--- config.mk ---
export PLATFORM = sky130hd
export DESIGN_NAME = alu_mdu
export DESIGN_NICKNAME = d
export VERILOG_FILES = /design/src/rtl/alu_mdu.sv
export SDC_FILE = /design/constraint.sdc
export NUM_CORES = 1
export LEC_CHECK = 0
export CAP_MARGIN = 5
export CORE_MARGIN = 5
export CORE_UTILIZATION = 45
export DETAILED_ROUTE_END_ITERATION = 8
export HOLD_SLACK_MARGIN = 0.08
export PLACE_DENSITY_LB_ADDON = 0.05
export SYNTH_ARGS = -nofsm -noshare
export SYNTH_HDL_FRONTEND = slang
export SYNTH_SLANG_ARGS = --single-unit
--- constraint.sdc ---
create_clock -name clk -period 5.2 [get_ports clk]
set_clock_uncertainty 0.1 [all_clocks]
set_input_delay 0.78 -clock clk [delete_from_list [all_inputs] [get_ports clk]]
set_output_delay 0.78 -clock clk [all_outputs]
set_load 0.005 [all_outputs]
--- src/rtl/alu_mdu.sv ---
// Iterative multiply/divide unit: one shift-add or restoring-subtract step per clock into HI/LO.
// Optional MTHI/MTLO register writes are compiled in with `define MDU_MTHILO_EN.
module alu_mdu #(
  parameter int WIDTH = 32,
  parameter int CNT_W = 6
) (
  input  logic             clk,
  input  logic             rstn,
  input  logic             start,
  input  logic [2:0]       op,
  input  logic [WIDTH-1:0] a,
  input  logic [WIDTH-1:0] b,
  input  logic             flush,
  output logic             busy,
  output logic             done,
  output logic             div_by_zero,
  output logic [WIDTH-1:0] hi,
  output logic [WIDTH-1:0] lo
);

  typedef enum logic [1:0] {S_IDLE, S_RUN, S_FIX} state_t;

  state_t             state_q, state_d;
  logic [CNT_W-1:0]   cnt_q, cnt_d;
  logic [WIDTH-1:0]   acc_hi_q, acc_hi_d;
  logic [WIDTH-1:0]   acc_lo_q, acc_lo_d;
  logic [WIDTH-1:0]   opnd_q, opnd_d;
  logic [WIDTH-1:0]   hi_q, hi_d, lo_q, lo_d;
  logic               is_div_q, is_div_d;
  logic               neg_q, neg_d;
  logic               neg_r_q, neg_r_d;
  logic               dz_pend_q, dz_pend_d;
  logic               dz_q, dz_d;
  logic               busy_q, busy_d;
`ifdef MDU_MTHILO_EN
  logic               mt_done_q, mt_done_d;
`endif

  // Operand magnitudes and signs for the signed ops (op[0]==0)
  logic               sgn_op, sa, sb;
  logic [WIDTH-1:0]   a_mag, b_mag;
  assign sgn_op = ~op[0];
  assign sa     = sgn_op & a[WIDTH-1];
  assign sb     = sgn_op & b[WIDTH-1];
  assign a_mag  = sa ? -a : a;
  assign b_mag  = sb ? -b : b;

  // Datapath step: multiplier lives in acc_lo and is shifted out LSB first
  logic [WIDTH:0]     mul_sum;
  logic [WIDTH:0]     div_sh, div_diff;
  logic               div_ge;
  assign mul_sum  = {1'b0, acc_hi_q} + (acc_lo_q[0] ? {1'b0, opnd_q} : '0);
  assign div_sh   = {acc_hi_q, acc_lo_q[WIDTH-1]};
  assign div_diff = div_sh - {1'b0, opnd_q};
  assign div_ge   = ~div_diff[WIDTH];

  // Sign correction applied while in FIX; shown on hi/lo during FIX and committed on exit
  logic [2*WIDTH-1:0] prod, prod_fix;
  logic [WIDTH-1:0]   quo_fix, rem_fix, fix_hi, fix_lo;
  assign prod     = {acc_hi_q, acc_lo_q};
  assign prod_fix = neg_q ? -prod : prod;
  assign quo_fix  = neg_q ? -acc_lo_q : acc_lo_q;
  assign rem_fix  = neg_r_q ? -acc_hi_q : acc_hi_q;
  assign fix_hi   = dz_pend_q ? acc_lo_q : (is_div_q ? rem_fix : prod_fix[2*WIDTH-1:WIDTH]);
  assign fix_lo   = dz_pend_q ? '1       : (is_div_q ? quo_fix : prod_fix[WIDTH-1:0]);

  always_comb begin
    state_d   = state_q;
    cnt_d     = cnt_q;
    acc_hi_d  = acc_hi_q;
    acc_lo_d  = acc_lo_q;
    opnd_d    = opnd_q;
    hi_d      = hi_q;
    lo_d      = lo_q;
    is_div_d  = is_div_q;
    neg_d     = neg_q;
    neg_r_d   = neg_r_q;
    dz_pend_d = dz_pend_q;
    dz_d      = dz_q;
`ifdef MDU_MTHILO_EN
    mt_done_d = 1'b0;
`endif
    case (state_q)
      S_IDLE: begin
        if (start && !flush) begin
          if (!op[2]) begin
            state_d   = S_RUN;
            dz_d      = 1'b0;
            is_div_d  = op[1];
            neg_d     = sa ^ sb;
            neg_r_d   = sa;
            dz_pend_d = op[1] && (b == '0);
            acc_hi_d  = '0;
            if (op[1]) begin
              // divide by zero keeps raw a for hi and skips iteration
              cnt_d    = (b == '0) ? CNT_W'(1) : CNT_W'(WIDTH);
              acc_lo_d = (b == '0) ? a : a_mag;
              opnd_d   = b_mag;
            end else begin
              cnt_d    = CNT_W'(WIDTH);
              acc_lo_d = b_mag;
              opnd_d   = a_mag;
            end
          end
`ifdef MDU_MTHILO_EN
          else if (op[2:1] == 2'b10) begin
            if (op[0]) lo_d = a;
            else       hi_d = a;
            mt_done_d = 1'b1;
            dz_d      = 1'b0;
          end
`endif
        end
      end
      S_RUN: begin
        if (flush) begin
          state_d = S_IDLE;
        end else begin
          if (!dz_pend_q) begin
            if (is_div_q) begin
              acc_hi_d = div_ge ? div_diff[WIDTH-1:0] : div_sh[WIDTH-1:0];
              acc_lo_d = {acc_lo_q[WIDTH-2:0], div_ge};
            end else begin
              acc_hi_d = mul_sum[WIDTH:1];
              acc_lo_d = {mul_sum[0], acc_lo_q[WIDTH-1:1]};
            end
          end
          cnt_d = cnt_q - CNT_W'(1);
          if (cnt_q == CNT_W'(1)) begin
            state_d = S_FIX;
            dz_d    = dz_pend_q;
          end
        end
      end
      S_FIX: begin
        // commit point: flush is deliberately not looked at here
        hi_d    = fix_hi;
        lo_d    = fix_lo;
        state_d = S_IDLE;
      end
      default: state_d = S_IDLE;
    endcase
    busy_d = (state_d != S_IDLE);
  end

  always_ff @(posedge clk or negedge rstn) begin
    if (!rstn) begin
      state_q   <= S_IDLE;
      cnt_q     <= '0;
      acc_hi_q  <= '0;
      acc_lo_q  <= '0;
      opnd_q    <= '0;
      hi_q      <= '0;
      lo_q      <= '0;
      is_div_q  <= 1'b0;
      neg_q     <= 1'b0;
      neg_r_q   <= 1'b0;
      dz_pend_q <= 1'b0;
      dz_q      <= 1'b0;
      busy_q    <= 1'b0;
`ifdef MDU_MTHILO_EN
      mt_done_q <= 1'b0;
`endif
    end else begin
      state_q   <= state_d;
      cnt_q     <= cnt_d;
      acc_hi_q  <= acc_hi_d;
      acc_lo_q  <= acc_lo_d;
      opnd_q    <= opnd_d;
      hi_q      <= hi_d;
      lo_q      <= lo_d;
      is_div_q  <= is_div_d;
      neg_q     <= neg_d;
      neg_r_q   <= neg_r_d;
      dz_pend_q <= dz_pend_d;
      dz_q      <= dz_d;
      busy_q    <= busy_d;
`ifdef MDU_MTHILO_EN
      mt_done_q <= mt_done_d;
`endif
    end
  end

  assign busy        = busy_q;
  assign div_by_zero = dz_q;
  assign hi          = (state_q == S_FIX) ? fix_hi : hi_q;
  assign lo          = (state_q == S_FIX) ? fix_lo : lo_q;
`ifdef MDU_MTHILO_EN
  assign done        = (state_q == S_FIX) | mt_done_q;
`else
  assign done        = (state_q == S_FIX);
`endif

endmodule

==> metrics.cfg, run 1 <==
[final_layout]
multi_input_area_sq_um=10430
nFillCells=3301
drive_gt1_frac=0.06325
fin_nets=2219
areaGrowthSynthToFinish_pct=15.36
regArea_sq_um=4357
diodes=0

[sta]
slew_headroom=0.2263
setup_violations=0
final_max_slew_viol_count=0
period_needed_ns=4.969
setup_tns_ns=0
whs_ns=0.2793
fmax_mhz=201.3
rsz0062_at_grt=false
finalCritPeriodShare=0.9556
worst-slew-pin-transition_ns=1.158
setup_ws_ns=0.2311
finalHoldViolations=0

[worst_setup_path]
arrival_ns=4.09
critPathKind=flip-flop to primary output
r2r_end=acc_hi_q[13]
r2r_start=acc_lo_q[31]
end_kind=primary output
cp_max_fo=7
rrSetupSlack_ns=0.84
worstPathRequired_ns=4.32
cp-endpoint=hi[21]
startpoint=acc_lo_q[18]
startpoint_type=flip-flop
r2r_cells=14

[pwr]
p_leak_nw=7.564
ir_worst_vdd_v=0.0003251
p_sw_mw=5.883
swShare=0.5094
total_power_mw=11.55
p_per_area_nw_per_um2=645.6
p_seq_frac=0.232
power.internal_mw=5.666
combPwrFrac=0.659
pwr-share-clk=0.109

[placed_design]
place.gp.congestion=0.9778
post-place-ws_ns=0.4825
port_buffers=137
dp_hpwl_um=43870

[yosys]
synthTopCellsByArea=dfrtp_1 (28%), a21oi_1 (7.2%), xnor2_1 (6.1%)
yosysWarnings=0
synth_cells=2003
synth-seq-cells=174
synth_area_per_cell_sq_um=7.741
synth_commonest_cells=a21oi_1 (222), nor2_1 (208), nand2_1 (177)
synth_cell_types=95
ys_seq_area_frac=0.2808
synth_edf_count=0
netlist.area_leader.share=0.2808
syn-cell-area_sq_um=15510
async_flop_share=1.000
yosysTopAreaCell=dfrtp_1
dominantRegCellSynth=dfrtp_1
synth_nets=2146
yosysMostFrequentCell=a21oi_1

[run_status]
status=finished clean

[floorplan]
core_sq_um=34290
start_util=0.4522
io_pins=138
die-height_um=195.6
fp.dieW_um=195.6
rows=68
die_area_sq_um=38270

[grt]
overflow=0
busiest_layer=met2
antenna_found_initial=0
met1_usage=0.4222
track_usage=0.2878
grt_pass1_vias=14200
grt_max_degree=90
grt_pass1_wl_um=86600
grtUsageMet2=0.4353
met3_usage=0.04831

[clock_network]
cts-root-buf=clkbuf_16
cts_tree=done
clk_pin_slew_ns=0.07
clockBufferDepth=2
cts_buffers=17
cts_max_level=4
clk_latency_ns=0.46
cts.sinks=174

[drt]
routedWlPerCell_um=22.13
drc=0
drt_wl_total_um=56250
drtIter0Drc=1391
first_pass_iters=6
ant_nets=0
post_drt_via_cell_ratio=6.059
num_vias=15403

[worst_hold_path]
hold_path.class=input pin to async pin

[job]
maxCapViolCount=0

[power groups by stage]
stage / Clock, mW / Combinational (mW) / Sequential [mW]
after global placement: 0 / 7.45 / 2.66
after detailed placement: 0 / 7.45 / 2.68
after global routing: 1.32 / 8.36 / 2.76
after CTS: 1.27 / 7.49 / 2.66
after floorplan: 0 / 5.30 / 2.27
final: 1.26 / 7.61 / 2.68
[cell type report]
class	count	share of cell area
Timing Repair Buffer	180	0.09674
Multi-Input combinational cell	1636	0.5833
Sequential cell	174	0.2436
Clock buffer	19	0.02420
Inverter	67	0.01406
Tap cell	455	0.03183
Clock inverter	11	0.006295
[worst max-delay path: stages, from the launching register on]
cell             delay [ns]
dfrtp_1                0.46
or4_1                  0.66
nand4b_1               0.28
nor3_4                 0.26
buf_12                 0.15
nand4_1                0.09
a2bb2oi_1              0.22
a41oi_1                0.17
xnor2_1                0.16
nor2_1                 0.27
a21oi_1                0.19
o21ai_1                0.20
clkdlybuf4s50_1        0.52
[cells in the final DEF, fill, tap and decap left out, drive strengths merged, types with 11 or more instances in the layout]
cell	n
and3	17
a31oi	25
xnor2	109
clkbuf	19
nand2	178
xor2	83
or4	17
o21bai	14
inv	66
a21oi	225
or3	26
nor4	16
buf	45
nor3	46
o21ai	250
a21o	29
o31ai	22
dfrtp	174
nand2b	15
ha	70
nor2	209
nand4	11
a211oi	19
nor2b	15
mux2i	64
o41ai	11
nand3	29
clkdlybuf4s50	135
a22oi	20
[metal layers]
| metal | vias up | wire [um] |
|---|---|---|
| met5 | - | 0 |
| met4 | 0 | 1829 |
| met3 | 89 | 3856 |
| met2 | 610 | 24490 |
| met1 | 7399 | 26070 |
| li1 | 7305 | - |
[metrics by stage]
step | instance area [sq um] | cells | utilization
after global placement | 17290 | 2511 | 0.5044
after floorplan | 15510 | 2003 | -
after CTS | 17840 | 2541 | 0.5204
final | 17890 | 2542 | 0.5217
after detailed placement | 17290 | 2511 | 0.5044
after global routing | 17890 | 2542 | 0.5217
[cell families (layout without fill, tap and decap cells)]
group,count (synthesis),after routing,synth area share
flops,174,174,0.2808
fa+ha+maj,72,72,0.05907
simple gates,619,619,0.1932
buf+inv,193,277,0.04938
mux,71,71,0.04640
xor+xnor,192,192,0.1101
compound gates,682,682,0.2610
[worst min-delay path by stage]
stage,start,endpoint,slack [ns],cells past startpoint
after floorplan,opnd_q[10],opnd_q[10],0.35,2
after global placement,opnd_q[22],opnd_q[22],0.37,2
after detailed placement,opnd_q[22],opnd_q[22],0.38,2
after CTS,rstn,lo_q[14],0.32,1
after global routing,rstn,lo_q[14],0.36,1
final,rstn,lo_q[14],0.28,1
[registers in the layout (all words and copies together), names as in the netlist, 2 cells and up]
signal,cells
acc_hi_q,32
acc_lo_q,32
cnt_q,6
hi_q,32
lo_q,32
opnd_q,32
state_q,2
[what timing repair did]
item	4_1_cts	5_1_grt
gates resized for setup	1	6
buffers inserted	0	1
pin swaps	0	1
hold buffers	0	0
endpoints found under the setup margin	1	2
Note: power is estimated with default switching activity, not from simulation.
==> inputs of run 2 (changes only) <==
- ABC_CLOCK_PERIOD_IN_PS: default -> 5200
- CTS_CLUSTER_SIZE: default -> 8
- GPL_TIMING_DRIVEN: default -> 0
==> run 2 against run 1 <==
  * First-iteration DRC count decreased by 1.2%
  * Setup slack got worse by 0.17 ns
  * Power increased by 1.9%
  * Sequential power decreased by 3%
  * Critical endpoint is now hi[15]
  * Critical path depth decreased by 1
  * Via count increased by 4.6%
  * Global-route usage increased by 2.9 points
  * Hold slack got worse by 0.13 ns
  * Final cell count increased by 3.5%
==> metrics.cfg, run 2 (synthesized netlist as in run 1, its figures left out) <==
[placed_design]
port_buffers=135  ; was 137
place_area_sq_um=17460  ; was 17,290 sq um
dp_hpwl_um=49210  ; was 43,870 um
dp_cells=2594  ; was 2,511
place.gp.congestion=0.9525  ; was 0.9778

[pwr]
swShare=0.5186  ; was 0.5094
p_seq_frac=0.221  ; was 0.232
p_sw_mw=6.101  ; was 5.883 mW
power.internal_mw=5.663  ; was 5.666 mW
combPwrFrac=0.664  ; was 0.659
p_per_area_nw_per_um2=647.0  ; was 645.6 nW/um^2
total_power_mw=11.76  ; was 11.55 mW
pwr-share-clk=0.115  ; was 0.109
ir_worst_vdd_v=0.0003071  ; was 0.0003251 V
p_leak_nw=7.599  ; was 7.564 nW

[sta]
worst-slew-pin-transition_ns=1.131  ; was 1.158 ns
final_max_slew_viol_count=0  ; unchanged
fmax_mhz=194.5  ; was 201.3 MHz
rsz0062_at_grt=true  ; was false
finalHoldViolations=0  ; unchanged
setup_violations=0  ; unchanged
finalCritPeriodShare=0.9888  ; was 0.9556
period_needed_ns=5.142  ; was 4.969 ns
slew_headroom=0.2362  ; was 0.2263

[grt]
antenna_found_initial=0  ; unchanged
overflow=0  ; unchanged
grt_pass1_wl_um=93550  ; was 86,600 um
grt_pass1_vias=15214  ; was 14,200
track_usage=0.3163  ; was 0.2878
grt_max_degree=116  ; was 90

[run_status]
status=finished clean  ; unchanged

[clock_network]
cts.sinks=174  ; unchanged
cts-root-buf=clkbuf_16  ; unchanged
cts_max_level=4  ; unchanged
clk_pin_slew_ns=0.09  ; was 0.07 ns
clk_latency_ns=0.47  ; was 0.46 ns
cts_buffers=17  ; unchanged
clockBufferDepth=2  ; unchanged
cts_tree=done  ; unchanged

[floorplan]
die_area_sq_um=38270  ; unchanged
fp.dieW_um=195.6  ; unchanged
rows=68  ; unchanged
die-height_um=195.6  ; unchanged
io_pins=138  ; unchanged
start_util=0.4522  ; unchanged
core_sq_um=34290  ; unchanged

[worst_setup_path]
startpoint_type=flip-flop  ; unchanged
cp_max_fo=9  ; was 7
end_kind=primary output  ; unchanged
arrival_ns=4.26  ; was 4.09 ns
critPathKind=flip-flop to primary output  ; unchanged
r2r_cells=15  ; was 14
worstPathRequired_ns=4.32  ; about the same

[final_layout]
layout_commonest_cell=a21oi_1  ; unchanged
fin_nets=2305  ; was 2,219
areaGrowthSynthToFinish_pct=17.26  ; was 15.36%
drive_gt1_frac=0.05517  ; was 0.06325
layout_common_cells=a21oi_1 (220), nor2_1 (206), nand2_1 (177), dfrtp_1 (171)  ; was a21oi_1 (222), nor2_1 (208), nand2_1 (176), dfrtp_1 (172), clkdlybuf4s50_1 (135)
diodes=0  ; unchanged
final_area_sq_um=18180  ; was 17,890 sq um
fin_cells=2630  ; was 2,542
fin_util=0.5303  ; was 0.5217
nFillCells=3373  ; was 3,301

[drt]
first_pass_iters=8  ; was 6
drtIter0Drc=1375  ; was 1,391
post_drt_via_cell_ratio=6.127  ; was 6.059
routedWlPerCell_um=23.76  ; was 22.13 um
ant_nets=0  ; unchanged
num_vias=16113  ; was 15,403
drc=0  ; unchanged
drt_wl_total_um=62480  ; was 56,250 um

[worst_hold_path]
hold_path.class=input pin to async pin  ; unchanged

[job]
maxCapViolCount=0  ; unchanged

==> run 2: cell types whose count changed in the layout (fill, tap and decap cells not counted), sizes merged <==
| cell | change |
|---|---|
| buf | -12 |
| bufinv | -1 |
| clkbuf | +97 |
| clkdlybuf4s50 | -1 |
| clkinv | -1 |
| inv | +6 |
==> run 2: final timing paths <==
check                             start           end  slack [ns]
max in group asynchronous          rstn   acc_hi_q[1]        3.86
hold / removal                     rstn      lo_q[10]        0.15
setup / recovery           acc_lo_q[19]        hi[15]        0.06
hold reg to reg              opnd_q[17]    opnd_q[17]        0.39
min in group clk             opnd_q[17]    opnd_q[17]        0.39
setup reg to reg            acc_lo_q[0]  acc_hi_q[27]        0.38
==> run 2: per-layer routing <==
| metal | vias to the layer above | routed length [um] | global-route usage |
|---|---|---|---|
| met5 | - | 0 | 0 |
| met1 | 7764 | 26620 | 0.4275 |
| met2 | 757 | 28180 | 0.5051 |
| met4 | 0 | 2095 | 0.1071 |
| met3 | 99 | 5580 | 0.06729 |
| li1 | 7493 | - | - |
==> run 2: through the flow <==
stage               TNS [ns]  worst slack (ns)  hold WS (ns)
floorplan                  0             1.495        0.3498
global placement     -742.69            -4.299        0.3679
detailed placement         0           0.06477        0.3749
CTS                        0           0.02070        0.1542
global route        -0.07327          -0.07327        0.1807
finish                     0           0.05844        0.1470
==> run 2: power by group through the flow <==
stage / combinational, mW / clock, mW / sequential (mW)
after floorplan: 5.30 / 0 / 2.27
after global placement: 7.54 / 0 / 2.56
after detailed placement: 7.59 / 0 / 2.57
after CTS: 7.64 / 1.36 / 2.56
after global routing: 8.53 / 1.42 / 2.64
final: 7.81 / 1.35 / 2.60
==> run 2: final cells by class <==
| type | count | area, sq um | share of cell area |
|---|---|---|---|
| Clock buffer | 17 | 425.4 | 0.02340 |
| Sequential cell | 174 | 4358 | 0.2397 |
| Tap cell | 455 | 569.3 | 0.03131 |
| Buffer | 125 | 514.2 | 0.02828 |
| Timing Repair Buffer | 141 | 1421 | 0.07817 |
| Inverter | 67 | 255.2 | 0.01404 |
| Multi-Input combinational cell | 1636 | 10470 | 0.5760 |
| Clock inverter | 15 | 165.2 | 0.009083 |
==> run 2: what timing repair did <==
item	in CTS	in global routing
endpoints found under the setup margin	16	27
gates resized for setup	9	14
pin swaps	2	2
endpoints found under the hold margin	0	0
hold buffers	0	0
buffers inserted	2	3
==> run 2: worst max-delay path, stage by stage, from the launching register on <==
cell	delay, ns
dfrtp_1	0.59
or4_4	0.51
or3_4	0.41
nor3_4	0.41
nand3_2	0.24
or2_1	0.29
nor2_1	0.09
o22ai_1	0.11
xor2_1	0.28
nand2_1	0.09
a21oi_1	0.21
clkdlybuf4s50_1	0.54
==> inputs of run 3 (changes only) <==
- CTS_BUF_LIST: default -> sky130_fd_sc_hd__clkbuf_16
- CTS_CLUSTER_SIZE: 8 -> 25
- RECOVER_POWER: default -> 50
==> run 3 against run 2 <==
  * The flow now finishes with violations (capacitance limit, slew limit)
  * Flip-flop and latch count unchanged
  * Global-route usage unchanged
  * Wire length is 0.31% higher
  * Clock-buffer cell count unchanged
  * Critical path depth did not move
  * First-iteration DRC count rose by 5.0%
  * Sequential share of layout area about the same
  * Non-clock buffer count is the same
  * Critical endpoint unchanged
  * Largest cell class unchanged
  * Highest routed layer unchanged
==> metrics.cfg, run 3 (synthesized netlist as in run 1, its figures left out) <==
[placed_design]
dp_hpwl_um=49210  ; unchanged
place.gp.congestion=0.9525  ; unchanged
place_area_sq_um=17460  ; unchanged
post-place-ws_ns=0.06477  ; unchanged
port_buffers=135  ; unchanged

[sta]
finalHoldViolations=0  ; unchanged
finalCritPeriodShare=0.9956  ; was 0.9888
rsz0062_at_grt=true  ; unchanged
whs_ns=0.3882  ; was 0.1470 ns
slew_headroom=-1.278  ; was 0.2362
setup_violations=0  ; unchanged
worst-slew-pin-transition_ns=3.416  ; was 1.131 ns
setup_ws_ns=0.02305  ; was 0.05844 ns
fmax_mhz=193.2  ; was 194.5 MHz
final_max_slew_viol_count=60  ; was 0
period_needed_ns=5.177  ; was 5.142 ns

[final_layout]
layout_commonest_cell=a21oi_1  ; unchanged
fin_util=0.5300  ; was 0.5303
final_area_sq_um=18170  ; was 18,180 sq um
fin_nets=2305  ; unchanged
layout_common_cells=a21oi_1 (220), nor2_1 (206), nand2_1 (177), dfrtp_1 (171), o21ai_1 (134)  ; was a21oi_1 (220), nor2_1 (206), nand2_1 (177), dfrtp_1 (171)
regArea_sq_um=4358  ; unchanged
diodes=0  ; unchanged
nFillCells=3374  ; was 3,373
drive_gt1_frac=0.05471  ; was 0.05517
areaGrowthSynthToFinish_pct=17.19  ; was 17.26%
multi_input_area_sq_um=10470  ; unchanged

[worst_setup_path]
cp_max_fo=9  ; unchanged
end_kind=primary output  ; unchanged
crit_buf_inv=1  ; unchanged
r2r_start=acc_lo_q[0]  ; unchanged
max_stage_delay_ns=0.58  ; was 0.59 ns
arrival_ns=4.30  ; was 4.26 ns
worstPathRequired_ns=4.32  ; about the same
cp_slowest_cell=dfrtp_1  ; unchanged
critPathTopFamily=simple AND/OR/NAND/NOR gates  ; unchanged
critPathKind=flip-flop to primary output  ; unchanged
r2r_cells=15  ; unchanged
r2r_end=acc_hi_q[27]  ; unchanged
rrSetupSlack_ns=0.33  ; was 0.38 ns
startpoint_type=flip-flop  ; unchanged
cp_cell_sequence=or4_4 > or3_4 > nor3_4 > nand3_2 > or2_1 > nor2_1 > o22ai_1 > xor2_1 > nand2_1 > a21oi_1 > clkdlybuf4s50_1  ; unchanged

[grt]
antenna_found_initial=0  ; unchanged
grt_max_degree=116  ; unchanged
grt_pass1_vias=15214  ; unchanged
track_usage=0.3163  ; unchanged
overflow=0  ; unchanged
grt_pass1_wl_um=93550  ; unchanged

[clock_network]
hold_buffers=0  ; unchanged
clk_latency_ns=0.47  ; about the same
cts_max_level=4  ; unchanged
cts_tree=done  ; unchanged
cts.sinks=174  ; unchanged
cts_buffers=17  ; unchanged
cts-root-buf=clkbuf_16  ; unchanged
clk_pin_slew_ns=0.09  ; about the same
clockBufferDepth=2  ; unchanged

[worst_hold_path]
hold_start=opnd_q[17]
hold_path_depth=2
hold_path.class=flip-flop to flip-flop  ; was input pin to async pin
hold_end=opnd_q[17]

[job]
maxCapViolCount=1  ; was 0

[run_status]
status=finished with violations  ; was finished clean
violations=capacitance limit, slew limit

[drt]
drtIter0Drc=1444  ; was 1,375
routedWlPerCell_um=23.83  ; was 23.76 um
post_drt_via_cell_ratio=6.152  ; was 6.127
drc=0  ; unchanged
num_vias=16179  ; was 16,113
drt_wl_total_um=62670  ; was 62,480 um
ant_nets=0  ; unchanged
first_pass_iters=5  ; was 8

[floorplan]
die_area_sq_um=38270  ; unchanged
rows=68  ; unchanged
start_util=0.4522  ; unchanged
die-height_um=195.6  ; unchanged
core_sq_um=34290  ; unchanged
fp.dieW_um=195.6  ; unchanged
io_pins=138  ; unchanged

[pwr]
p_leak_nw=7.598  ; was 7.599 nW
ir_worst_vdd_v=0.0003080  ; was 0.0003071 V
p_per_area_nw_per_um2=648.1  ; was 647.0 nW/um^2

-- run 3: metrics by stage --
| step | cells | TNS (ns) | power (mW) |
|---|---|---|---|
| floorplan | 2003 | 0 | 7.568 |
| global placement | 2593 | -742.69 | 10.10 |
| detailed placement | 2594 | 0 | 10.16 |
| CTS | 2627 | 0 | 11.56 |
| global route | 2630 | -0.07327 | 12.59 |
| finish | 2630 | 0 | 11.78 |
-- run 3: power breakdown --
part,switching (mW),internal [mW]
Combinational,4.72,3.10
Sequential,0.691,1.91
Clock,0.703,0.649
-- run 3: worst reg2reg max path, delay by kind of cell, from the launching register on --
kind	cells	cell delay (ns)
and+or+nand+nor	1	0.17
AOI/OAI and AO/OA	9	2.53
buffers and inverters	3	0.71
DFF	1	0.50
adders and majority gates	1	0.48
muxes	1	0.22
-- run 3: cell type report --
class	instances	share of cell area
Buffer	125	0.02830
Clock buffer	17	0.02341
Clock inverter	15	0.009089
Inverter	67	0.01405
Multi-Input combinational cell	1636	0.5764
Sequential cell	174	0.2398
Tap cell	455	0.03133
Timing Repair Buffer	141	0.07760
-- run 3: how the worst max path moves through the flow --
stage | endpoint | slack, ns | start | depth (start not counted)
detailed placement | hi[22] | 0.06 | acc_lo_q[0] | 12
finish | hi[15] | 0.02 | acc_lo_q[19] | 11
global route | hi[15] | -0.07 | acc_lo_q[16] | 12
floorplan | hi[26] | 1.50 | acc_hi_q[0] | 11
CTS | hi[20] | 0.02 | acc_lo_q[21] | 10
global placement | acc_hi_q[12] | -4.30 | rstn | 1
-- run 3: timing repair --
| item | CTS | global route |
|---|---|---|
| buffers inserted | 2 | 3 |
| pin swaps | 2 | 2 |
| gates resized for setup | 9 | 14 |
| setup endpoints to repair | 16 | 27 |
| gates cloned | 0 | 0 |
-- run 3: routing by layer --
| layer | GRT usage | wire (um) | vias to the layer above |
|---|---|---|---|
| li1 | - | - | 7483 |
| met1 | 0.4275 | 26860 | 7849 |
| met2 | 0.5051 | 28190 | 734 |
| met3 | 0.06729 | 5402 | 113 |
| met4 | 0.1071 | 2222 | 0 |
| met5 | 0 | 0 | - |
